`src/rtl/cic_decim_ctrl.sv`:
```
// cic_decim_ctrl -- sequencing controller for a CIC decimator.
//
// Accepts upstream samples and enables the integrator chain on each accept.
// It counts accepts modulo the decimation ratio R. Every R-th accept raises a
// decimation tick. The tick travels through an N_STAGES-deep delay line and
// then pulses comb_en. The first N_STAGES comb pulses after start-up only
// prime the comb chain. Later pulses raise out_valid, which is held until the
// downstream accepts it. A result that lands while out_valid is stalled is
// dropped, and the sticky ovf_flag is set.
//
// Optional feature: define CIC_CTRL_BYPASS_EN to add the `bypass` input.
// With bypass=1, R is treated as 1, warm-up is skipped and comb_en fires in
// the same cycle as int_en.
//
// Ports:
//   clk        rising-edge clock
//   rst        synchronous active-high reset
//   ctrl_en    run request
//   cfg_load   strobe: capture dec_ratio (IDLE only)
//   dec_ratio  decimation ratio R (0 is stored as 1)
//   bypass     (CIC_CTRL_BYPASS_EN only) pass-through mode
//   in_valid   upstream sample valid
//   in_ready   controller accepts the sample
//   int_en     integrator enable (= accept)
//   comb_en    comb chain enable
//   out_valid  decimated output valid
//   out_ready  downstream accepts the output
//   ovf_flag   sticky output overrun
//   cfg_err    one-cycle pulse on a rejected cfg_load
//   busy       state is not IDLE
module cic_decim_ctrl #(
   parameter int unsigned CNT_WIDTH = 8,
   parameter int unsigned N_STAGES  = 3
) (
   input  logic                 clk,
   input  logic                 rst,
   input  logic                 ctrl_en,
   input  logic                 cfg_load,
   input  logic [CNT_WIDTH-1:0] dec_ratio,
`ifdef CIC_CTRL_BYPASS_EN
   input  logic                 bypass,
`endif
   input  logic                 in_valid,
   output logic                 in_ready,
   output logic                 int_en,
   output logic                 comb_en,
   output logic                 out_valid,
   input  logic                 out_ready,
   output logic                 ovf_flag,
   output logic                 cfg_err,
   output logic                 busy
);

   localparam int unsigned          WARM_W    = $clog2(N_STAGES + 1);
   localparam logic [WARM_W-1:0]    WARM_DONE = WARM_W'(N_STAGES);
   localparam logic [WARM_W-1:0]    WARM_LAST = WARM_W'(N_STAGES - 1);
   localparam logic [CNT_WIDTH-1:0] ONE       = CNT_WIDTH'(1);

   typedef enum logic [1:0] {StIdle, StWarmup, StRun, StFlush} state_e;

   state_e               state_q;
   logic [CNT_WIDTH-1:0] ratio_q;
   logic [CNT_WIDTH-1:0] phase_q;
   logic [N_STAGES-1:0]  dline_q;
   logic [N_STAGES-1:0]  dline_d;
   // Comb pulses seen since leaving IDLE, saturating at N_STAGES.
   logic [WARM_W-1:0]    warm_q;
   logic                 out_valid_q;
   logic                 ovf_q;
   logic                 cfg_err_q;

   logic bypass_w;
   logic stall;
   logic accept;
   logic phase_last;
   logic dec_tick;
   logic produce;

`ifdef CIC_CTRL_BYPASS_EN
   assign bypass_w = bypass;
`else
   assign bypass_w = 1'b0;
`endif

   always_comb begin
      stall      = out_valid_q & ~out_ready;
      in_ready   = ((state_q == StWarmup) || (state_q == StRun)) && !stall;
      accept     = in_valid & in_ready;
      int_en     = accept;
      phase_last = (phase_q == ratio_q - ONE);
      dec_tick   = accept & (bypass_w | phase_last);
      // In bypass mode the tick skips the delay line and fires comb_en at once.
      comb_en    = dline_q[N_STAGES-1] | (dec_tick & bypass_w);
      // Only pulses after the chain has been primed carry a real result.
      produce    = comb_en & (warm_q == WARM_DONE);
      dline_d    = dline_q << 1;
      dline_d[0] = dec_tick & ~bypass_w;
   end

   assign out_valid = out_valid_q;
   assign ovf_flag  = ovf_q;
   assign cfg_err   = cfg_err_q;
   assign busy      = (state_q != StIdle);

   always_ff @(posedge clk) begin
      if (rst) begin
         state_q     <= StIdle;
         ratio_q     <= ONE;
         phase_q     <= '0;
         dline_q     <= '0;
         warm_q      <= '0;
         out_valid_q <= 1'b0;
         ovf_q       <= 1'b0;
         cfg_err_q   <= 1'b0;
      end else begin
         cfg_err_q <= cfg_load && (state_q != StIdle);
         dline_q   <= dline_d;

         if (accept) begin
            phase_q <= (bypass_w || phase_last) ? '0 : phase_q + ONE;
         end

         if (comb_en && (warm_q != WARM_DONE)) begin
            warm_q <= warm_q + 1'b1;
         end

         // A new result keeps out_valid high; if the previous one is still
         // stalled, the new one is lost and the overrun is recorded.
         if (produce) begin
            out_valid_q <= 1'b1;
            if (stall) begin
               ovf_q <= 1'b1;
            end
         end else if (out_valid_q && out_ready) begin
            out_valid_q <= 1'b0;
         end

         case (state_q)
            StIdle: begin
               if (cfg_load) begin
                  ratio_q <= (dec_ratio == '0) ? ONE : dec_ratio;
                  ovf_q   <= 1'b0;
               end
               if (ctrl_en) begin
                  if (bypass_w) begin
                     state_q <= StRun;
                     warm_q  <= WARM_DONE;
                  end else begin
                     state_q <= StWarmup;
                  end
               end
            end
            StWarmup: begin
               if (!ctrl_en) begin
                  state_q <= StFlush;
               end else if (comb_en && (warm_q == WARM_LAST)) begin
                  state_q <= StRun;
               end
            end
            StRun: begin
               if (!ctrl_en) begin
                  state_q <= StFlush;
               end
            end
            StFlush: begin
               if ((dline_q == '0) && !out_valid_q) begin
                  state_q <= StIdle;
                  phase_q <= '0;
                  warm_q  <= '0;
               end
            end
            default: state_q <= StIdle;
         endcase
      end
   end

endmodule

```
`config.mk`:
```
export PLATFORM = sky130hd
export DESIGN_NAME = cic_decim_ctrl
export DESIGN_NICKNAME = d
export VERILOG_FILES = /design/src/rtl/cic_decim_ctrl.sv
export SDC_FILE = /design/constraint.sdc
export NUM_CORES = 1
export LEC_CHECK = 0
export CORE_MARGIN = 2
export CORE_UTILIZATION = 48
export CTS_CLUSTER_SIZE = 28
export DETAILED_ROUTE_END_ITERATION = 7
export PLACE_DENSITY = 0.75
export REMOVE_ABC_BUFFERS = 1
export SETUP_SLACK_MARGIN = 0.15
export SYNTH_ARGS = -nofsm -noshare
export SYNTH_HDL_FRONTEND = slang
export SYNTH_SLANG_ARGS = --single-unit
```
`constraint.sdc`:
```
create_clock -name clk -period 2.09 [get_ports clk]
set_clock_uncertainty 0.1 [all_clocks]
set_input_delay 0.5225 -clock clk [delete_from_list [all_inputs] [get_ports clk]]
set_output_delay 0.5225 -clock clk [all_outputs]
set_load 0.05 [all_outputs]
```
Word level (Yosys, flattened, before mapping). Cells that the tools add are included. W data, S select, Z words.

Bits in read-only memories: 0. Flip-flop bits (word level): 26. Bits in latches: 0. Memory bits (writable): 0. Logic and storage cells: 63. Memories kept: 0.

Div/mod/pow operators: 0. Eq/ne operators: 11. Shift operators: 0. $mul: 0. Muxes and demuxes: 20. Add/subtract/negate cells: 3. Reductions and logical operators: 16. Bitwise logic cells: 5. Order comparisons: 0.

Operators with widths (number): $mux W8 (5); $mux W2 (8); $add A8 B1 Y8 const B (1); $eq A2 B2 Y1 const B (4); $eq A8 B8 Y1 (1); $logic_not A8 Y1 (1); $ne A2 B2 Y1 const B (4); $pmux W2 S4 (1); $sub A8 B1 Y8 const B (1); $logic_and A1 B1 Y1 (6); $mux W1 (6); $and A1 B1 Y1 (4); $reduce_and A4 Y1 (1); $reduce_bool A2 Y1 (2); $logic_not A3 Y1 (1); $ne A3 B2 Y1 const B (1); $add A2 B1 Y2 const B (1); $eq A2 B1 Y1 const B (1); $logic_not A1 Y1 (2); $logic_not A2 Y1 (1); $reduce_and A2 Y1 (1); $logic_or A1 B1 Y1 (1); $not A1 Y1 (1).

Longest topological paths before layout.
Depth after elaboration: 8. Mapped depth: 8. Mapped depth without buffers: 7.

Worst setup path after synthesis. OpenSTA, ideal clock, no wires.

Path type: reg2reg. Start: register state_q[1]. End: register phase_q[7]. Cell stages (with the launch flop): 9. Buffers on the path: 1. Clock period less this slack: 2.158 ns. Arrival: 1.927 ns. Library setup time: 0.131 ns. Required time: 1.859 ns. Slack: -0.068 ns. Path through: dfxtp_1 -> inv_1 -> ha_1 -> and2_1 -> and2_1 -> buf_2 -> o2111ai_2 -> o311ai_0 -> a21oi_1.

Word-level cells in the longest chain between the ends: 7. Elaborated cells on any way between the ends: 9.

Ends and longest elaborated chain: start: declaration (RTL line 61) `state_e state_q;`; start signal: assignment (RTL line 107) `state_q <= StIdle;`; start signal: assignment (RTL line 146) `state_q <= StRun;`; start signal: assignment (RTL line 149) `state_q <= StWarmup;`; $eq A2 B1 Y1 or $eq A2 B2 Y1 (tied branches) (RTL line 87) `in_ready = ((state_q == StWarmup) || (state_q == StRun)) && !stall;`; $logic_or A1 B1 Y1 * (RTL line 87); $logic_and A1 B1 Y1 * (RTL line 87); $and A1 B1 Y1 * (RTL line 88) `accept = in_valid & in_ready;`; named net int_en (RTL line 45) `output logic int_en,`; $mux W8 * (RTL line 119) `if (accept) begin`; $mux W8 (RTL line 166) `if ((dline_q == '0) && !out_valid_q) begin`; $mux W8 * (RTL line 138) `case (state_q)`; end signal: assignment (RTL line 120) `phase_q <= (bypass_w || phase_last) ? '0 : phase_q + ONE;`; end: declaration (RTL line 63) `logic [CNT_WIDTH-1:0] phase_q;`.

Mark *: on every way through the listed nets, which the timed path passes. The rest lies on a longest branch. A chain may end at the register's enable or synchronous reset.

Worst setup path after layout.
Start: register state_q[0]. End: output int_en.

Word-level cells in the longest chain between the ends: 4. Elaborated cells on any way between the ends: 5.

Ends and longest elaborated chain (RTL line): $eq A2 B1 Y1 or $eq A2 B2 Y1 (tied branches) (87); $logic_or A1 B1 Y1 * (87); $logic_and A1 B1 Y1 * (87); $and A1 B1 Y1 * (88); end: declaration (45).

Mark *: on every way between the ends. The rest lies on a longest branch, timed or not.

==> flow_summary.ini <==
[run_status]
status = finished with violations
violations = setup timing

[logic_synthesis]
ys_seq_area_share_pct = 36.68
synth-seq-cells = 26
synth_top_area_cell = dfxtp_1
synthCells = 164
post-synth-top-area-fraction_pct = 36.68
yosysWarnings = 0
synth_edf_count = 0
synth_cell_types = 39
syn-cell-area_mm2 = 0.001419
synth.area.top_cells = dfxtp_1 37%, xnor2_1 8.0%, ha_1 7.1%
yosys_most_used_dff = dfxtp_1
synthArstFlopShare_pct = 0
synth_area_per_cell_um2 = 8.652

[cells_and_area]
fillCellCount = 189
mostFrequentLayoutCells = 21 x buf_4, 20 x nand2_1, 19 x dfxtp_1, 18 x nor2_1, 13 x xnor2_1
layout_commonest_cell = buf_4
fin_cells = 239
regArea_um2 = 531.8
stdcell_area_mm2 = 0.002037
finalNetCount = 231
antennaDiodeCount = 0
multi_input_area_um2 = 959.7
layout-drive-gt1-share_pct = 31.25
area_delta_synth_final_pct = 43.56

[clock_network]
cts_sinks = 26
cts_root_buf = clkbuf_4
path_clk_slew_ps = 140
cts-buffers-inserted = 3
cts_hold_buffers = 0
cts_tree = done
clk_latency_ps = 330
clockBufferDepth = 2
htreeDepth = 1

[detailed_routing]
ant_nets = 0
avgRoutedWirePerCell_um = 14.96
finalWirelength_mm = 3.575
remaining_drc_errors = 0
vias_per_cell = 5.473
vias = 1308
drt_iter0_markers = 39
first_pass_iters = 4

[timing]
max_freq_ghz = 0.4623
setup-violations-final = 2
hold_violations = 0
max-slew-margin-rel_pct = 67.71
layout_min_cycle_time_ps = 2163
drv_slew = 0
hold_ws_ps = 383.4
rsz0062_at_grt = yes
fin_crit_sh_pct = 103.5
worst_pin_slew_ps = 486.3
layout_setup_ws_ps = -72.88

[hold_path]
holdPathStages = 1
min_to = dline_q[1]
min_from = dline_q[0]
hold_class = flip-flop to flip-flop

[grt]
grt_pass1_wl_mm = 5.292
use_met3_pct = 3.077
grt_max_degree = 15
overflow = 0
antenna_found_initial = 0
grt.busiest_layer = met2
grtUsageMet2_pct = 35.96
grt_pass1_vias = 1276
grtUsageMet1_pct = 24.17
grt_use_total_pct = 20.31

[power]
power_density_mw_per_mm2 = 1223
ir_drop_uv = 1111
cellLeakagePower_uw = 0.0008077

[setup_path]
crit_required_ps = 1470
end_kind = output pin
r2r_cells = 9
start_kind = flip-flop
r2r_setup_slack_ps = 60
cp_slowest_cell = dfxtp_2
critical_path.cell_chain = inv_4, ha_4, and2_4, and2_4, buf_6, buf_12
r2r-start = state_q[0]
critPathMaxStageDelay_ps = 380
critPathKind = flip-flop to output pin
arrival_ps = 1540
reg2reg_to = phase_q[1]
cpMostUsedCell = and2_4
worstPathMaxFanout = 2

[floorplan]
io_pins = 21
die_area_mm2 = 0.003407
coreArea_mm2 = 0.002781
start_util_pct = 51.01
fp-row-count = 19
die-height_um = 58.37
die_w_um = 58.37

[place]
postPlaceCellArea_mm2 = 0.001727
io_buffers = 20
place_hpwl_mm = 2.328
gp_congestion = 0.8077
dp.cells = 219

[flow_run]
max_cap_viol_count = 0
cells in the mapped netlist, drive strengths merged, types with 5 or more instances:
cell and instances:
nand2 20, and2 5, nor2 18, inv 9
a21oi 12, nor3 6, dfxtp 26, ha 8
xnor2 13
metal layers:
| layer | vias to the layer above | wire length, um |
|---|---|---|
| met5 | - | 0 |
| met4 | 0 | 97 |
| met3 | 8 | 109 |
| met2 | 30 | 1845 |
| met1 | 619 | 1523 |
| li1 | 651 | - |
report_power, final:
| group | total, uW | switching (uW) | internal, uW |
|---|---|---|---|
| clock network | 258 | 151 | 107 |
| registers | 652 | 80.9 | 571 |
| logic | 1580 | 755 | 827 |
sequential cells by signal, indices dropped and copies added, names as in the netlist:
signal,cells
ovf_flag,1
dline_q,3
state_q,2
cfg_err,1
warm_q,2
out_valid,1
ratio_q,8
phase_q,8
area by class of cell:
class / instances / share of cell area, %
Tap cell: 31 / 1.904
Sequential cell: 26 / 26.11
Inverter: 9 / 1.781
Timing Repair Buffer: 45 / 21.31
Multi-Input combinational cell: 124 / 47.11
Clock buffer: 4 / 1.781
kinds of logic after synthesis:
group,after synthesis,share of synthesized area (%)
AO/OA/AOI/OAI,27,14.73
AND/OR/NAND/NOR,69,24.16
adder cells (fa/ha/maj),8,7.055
buffers and inverters,14,3.879
multiplexers,2,1.411
flip-flops,26,36.68
XOR/XNOR,18,12.08
what timing repair did:
item | CTS | global route
setup endpoints to repair | 12 | 11
pin swaps | 14 | 9
cloned | 0 | 0
buffers inserted | 10 | 6
gates resized for setup | 22 | 21
endpoints found under the hold margin | 0 | 0
metrics by stage:
stage	total power [uW]	utilization, %	worst slack [ps]	setup TNS (ps)
4_1_cts	2215	68.11	-37.09	-37.09
6_report	2492	73.23	-72.88	-123.7
3_5_place_dp	1730	62.08	-168.7	-1484
5_1_grt	2605	73.23	-109.5	-195.1
3_3_place_gp	1692	62.08	-129.2	-981.9
2_1_floorplan	1310	-	-269.3	-2149
worst max-delay path, delay by kind of cell (launching register included):
kind / cells / cell delay [ps]
DFF: 1 / 380
and+or+nand+nor: 2 / 280
buffers and inverters: 3 / 270
adders and majority gates: 1 / 270
worst max path at each step:
stage / endpoint / cells past startpoint / slack [ps] / startpoint
6_report: int_en / 6 / -70 / state_q[0]
5_1_grt: int_en / 6 / -110 / state_q[0]
4_1_cts: int_en / 6 / -40 / state_q[0]
3_5_place_dp: phase_q[0] / 6 / -170 / in_valid
3_3_place_gp: int_en / 5 / -130 / in_valid
2_1_floorplan: phase_q[7] / 7 / -270 / state_q[1]
Power figures use the tool's default switching activity.
==> variant 1, RTL diff (config.mk and constraints unchanged) <==
Make the reset (`rst`) asynchronous in one clocked block. Comments in the files are not updated.
--- a/src/rtl/cic_decim_ctrl.sv
+++ b/src/rtl/cic_decim_ctrl.sv
@@ -104,3 +104,3 @@
 
-   always_ff @(posedge clk) begin
+   always_ff @(posedge clk or posedge rst) begin
       if (rst) begin
Check against the original RTL: differs if rst is asserted again (counterexample within 4 cycles, from zero or initial values and one cycle with rst high); with rst held inactive, the same outputs for 10 cycles.
==> variant 1 against the original RTL <==
Sequential cell count unchanged. Cell area decreased by 0.49%. Global-route usage increased by 1.8 points. Largest power group unchanged. Setup slack improved by 0.13 ns. Synthesized area increased by 4.0%. Hold slack got worse by 0.085 ns. Die area increased by 3.7%. Routed wire length decreased by 5.0%. Highest routed layer unchanged. Total power increased by 9.1%. Non-clock buffer count decreased by 7. Count of clock-buffer cells in the layout unchanged. Sequential power increased by 29%. First-iteration DRC count decreased by 31%. Largest cell class unchanged.
==> variant 1: results (changes against the original RTL) <==
* Worst IR drop on VDD at 0.854 mV (-23%)
* Yosys cell types at 37 (-5.1%)
* Layout net count at 203 (-12%)
* Post-DP Area at 1800 µm² (+4.1%)
* YS warnings at 0 (unchanged)
* Initial antenna violation count at 0 (unchanged)
* Drt first pass iters at 4 (unchanged)
* Min-Delay Path Class: reg -> reg
* First-pass GRT wire length at 5660 µm (+6.9%)
* CTS clk-pin slew, worst paths at 0.13 ns
* Biggest regs: phase_q x8, ratio_q x8, dline_q x3
* Synth top area cells: dfrtp_1, ha_1, mux2_2
* Initial drt markers at 27 (-31%)
* Post-Syn Instances at 141 (-14%)
* Number of vias per cell at 5.69 (+4.0%)
* CTS Buf Count at 3 (unchanged)
* Overflow after GRT at 0 (unchanged)
* Lkg Pwr at 0.887 nW (+9.8%)
* DR WL/cell at 15.9 µm (+6.6%)
* Layout cells sized above 1 at 34.4% (+3.2 points)
* Gpl congestion at 0.853 (+5.6%)
* CTS root buf: clkbuf_4
* Port Buffer Count at 20 (unchanged)
* CP peak stage delay at 0.41 ns (+0.03 ns)
* Area growth syn-to-layout at 37.4%
* Worst endpoint data arrival time at 1.41 ns (-0.13 ns)
* Sequential area share after synthesis at 44.2% (+7.5 points)
* Post-route insts no fill at 213 (-11%)
* CP max FO at 3 (+1)
* Deepest clock path buffer count at 2 (unchanged)
* Diode count at 0 (unchanged)
* Crit-path leading delay family: flip-flops
* Most frequent cells after synthesis: dfrtp_1, nor3_1, xnor2_1
* Status: complete, no violations
* Pin count of the biggest net entering global routing at 27 (+12)
* FFs w/ async S/R, synth at 100% (+100 points)
* Final setup violation count at 0 (-2)
* Crit-path slowest cell: dfrtp_1
* # H-tree levels at 1 (unchanged)
* All-Layer GR Usage at 22.1% (+1.8 points)
* Number of global-route vias before repair at 1236 (-3.1%)
* Measured slew at the worst slew-check pin at 0.553 ns (+0.0671 ns)
* Worst-skew pair later-pin latency at 0.33 ns (about the same)
* DP Wirelength at 2460 µm (+5.8%)
variant 1: timing repair:
item	4_1_cts	5_1_grt
pin swaps	13	7
gates resized for setup	25	9
endpoints found under the setup margin	13	12
buffers inserted	4	3
gates cloned	0	0
variant 1: final timing paths:
kind,endpoint,slack (ns),from,cells after the start
min in group asynchronous,ratio_q[7],0.43,rst,3
worst max-delay path,int_en,0.05,state_q[0],5
worst min-delay path,dline_q[1],0.30,dline_q[0],0
worst min register to register,dline_q[1],0.30,dline_q[0],0
max in group asynchronous,ratio_q[0],1.17,rst,3
worst max register to register,phase_q[5],0.08,ratio_q[0],8
variant 1: kinds of logic after synthesis:
logic type / synth area share [%]
xor+xnor: 9.50
fa+ha+maj: 6.79
compound gates: 11.6
flops: 44.2
mux: 6.79
simple gates: 18.0
buf+inv: 3.14
variant 1: metrics by stage:
| stage | setup TNS (ns) | total power [mW] | worst slack, ns |
|---|---|---|---|
| final | 0 | 2.72 | 0.0549 |
| after detailed placement | -1.47 | 2.11 | -0.168 |
| after CTS | 0 | 2.58 | 0.0231 |
| after global routing | -0.000234 | 2.88 | -0.000234 |
| after floorplan | -2.55 | 1.65 | -0.286 |
| after global placement | -1.16 | 2.04 | -0.140 |
variant 1: cell type report:
type | instances | area [µm²]
clock buffer | 4 | 36.3
inverter | 9 | 33.8
sequential | 26 | 652
timing repair buffer | 38 | 354
fill | 226 | 951
multi-input combinational | 103 | 910
tap | 33 | 41.3
variant 1: metal layers:
metal / vias up / part of all wire (%) / track usage (%)
met2: 21 / 54 / 37.2
met1: 602 / 41 / 26.8
met3: 11 / 2.5 / 3.93
li1: 578 / - / -
met5: - / 0 / 0
met4: 0 / 3.1 / 11.4
variant 1: power by group:
| part | total, mW | leakage (nW) | internal (mW) | switching [mW] |
|---|---|---|---|---|
| Clock | 0.256 | 0.0210 | 0.107 | 0.149 |
| Combinational | 1.62 | 0.530 | 0.820 | 0.804 |
| Sequential | 0.838 | 0.336 | 0.646 | 0.192 |
==> variant 2, RTL diff (same settings) <==
Made on the original files. Set the parameter `N_STAGES` to 2 (it was 3).
--- a/src/rtl/cic_decim_ctrl.sv
+++ b/src/rtl/cic_decim_ctrl.sv
@@ -32,3 +32,3 @@
    parameter int unsigned CNT_WIDTH = 8,
-   parameter int unsigned N_STAGES  = 3
+   parameter int unsigned N_STAGES  = 2
 ) (
Formal check against the unedited RTL: not equivalent (Yosys sat finds a counterexample within 4 cycles, from zero or initial values and one cycle with rst high).
==> variant 2 against the original RTL <==
Hold slack got worse by 0.0085 ns. Sequential share of layout area decreased by 1.5 points. Total power decreased by 6.6%. Setup slack improved by 0.13 ns. Routed wire length increased by 12%. Synthesized area increased by 4.5%. Sequential cell count decreased by 1. Clock power decreased by 12%. Cell area increased by 1.4%. Critical endpoint unchanged.
==> variant 2: results (changes against the original RTL) <==
* Lkg Pwr at 0.853 nW (+5.5%)
* Post-CTS setup buffers at 7 (-3)
* Layout cells sized above 1 at 28.4% (-2.8 points)
* Worst IR drop on VDD at 0.611 mV (-45%)
* Yosys cell types at 40 (+2.6%)
* Gpl congestion at 0.807 (-0.14%)
* FFs w/ async S/R, synth at 0% (unchanged)
* Number of vias per cell at 5.90 (+7.9%)
* First-pass GRT wire length at 5980 µm (+13%)
* Crit-path leading delay family: flip-flops
* Pre-CTS setup slack at -0.319 ns (-0.150 ns)
* Drt first pass iters at 5 (+1)
* Post-CTS sizing at 19 (-14%)
* Layout fillers at 247 (+31%)
* All-Layer GR Usage at 22.0% (+1.7 points)
* Number of global-route vias before repair at 1383 (+8.4%)
* DR WL/cell at 15.6 µm (+4.1%)
* CP max FO at 3 (+1)
* Worst endpoint data arrival time at 1.41 ns (-0.13 ns)
* Most frequent cells after synthesis: nand2_1, dfxtp_1, a21oi_1, nand3_1
* CTS Buf Count at 3 (unchanged)
* Status: complete, no violations
* R2R depth at 8 (-1)
* Layout net count at 248 (+7.4%)
* Initial drt markers at 69 (+77%)
* DP Wirelength at 2650 µm (+14%)
* Pin count of the biggest net entering global routing at 19 (+4)
* Sequential area share after synthesis at 33.8% (-2.9 points)
* Max_slew headroom at 67.9% (+0.21 points)
* Net Switching at 978 µW (-0.85%)
* Biggest regs: phase_q x8, ratio_q x8
* Synth top area cells: dfxtp_1, nand2_1, ha_1
==> variant 2: cell type report <==
type	count	area, µm²	area share (%)
Tap cell	33	41.3	2.00
Multi-Input combinational cell	140	1030	50.0
Timing Repair Buffer	47	423	20.5
Sequential cell	25	508	24.6
Clock buffer	4	26.3	1.27
Inverter	9	33.8	1.64
==> variant 2: through the flow <==
step                      instance area (µm²)  cells  TNS (ns)
after floorplan                          1450    174     -4.93
after global placement                   1770    238     -2.08
after detailed placement                 1770    238     -2.37
after CTS                                1900    249         0
after global routing                     2070    258         0
final                                    2070    258         0
==> variant 2: power by group through the flow <==
stage                     registers [mW]  clock network (mW)  logic [mW]
after floorplan                    0.647                   0       0.699
after global placement             0.639                   0        1.03
after detailed placement           0.643                   0        1.08
after CTS                          0.629               0.228        1.28
after global routing               0.648               0.246        1.56
final                              0.638               0.227        1.46
==> variant 2: per-layer routing <==
metal | vias up | GRT usage, % | part of all wire, %
met5 | - | 0 | 0
met4 | 0 | 7.30 | 1.5
met3 | 9 | 3.06 | 5.0
met2 | 41 | 40.0 | 52
met1 | 743 | 26.2 | 41
li1 | 730 | - | -
==> variant 2: cells by family (layout without fill, tap and decap cells) <==
logic type      count (synthesis)  in the layout  share of synthesized area (%)
xor+xnor                       17             17                           10.0
mux                             2              2                           1.43
buf+inv                        17             60                           4.56
fa+ha+maj                       8              8                           6.75
compound gates                 39             39                           18.6
simple gates                   74             74                           24.9
flops                          25             25                           33.8
==> variant 2: worst paths after layout <==
kind                    from    endpoint  slack (ns)
hold / removal    dline_q[0]  dline_q[1]        0.37
setup / recovery  state_q[1]      int_en        0.06
setup reg to reg  state_q[1]  phase_q[7]        0.16
hold reg to reg   dline_q[0]  dline_q[1]        0.37
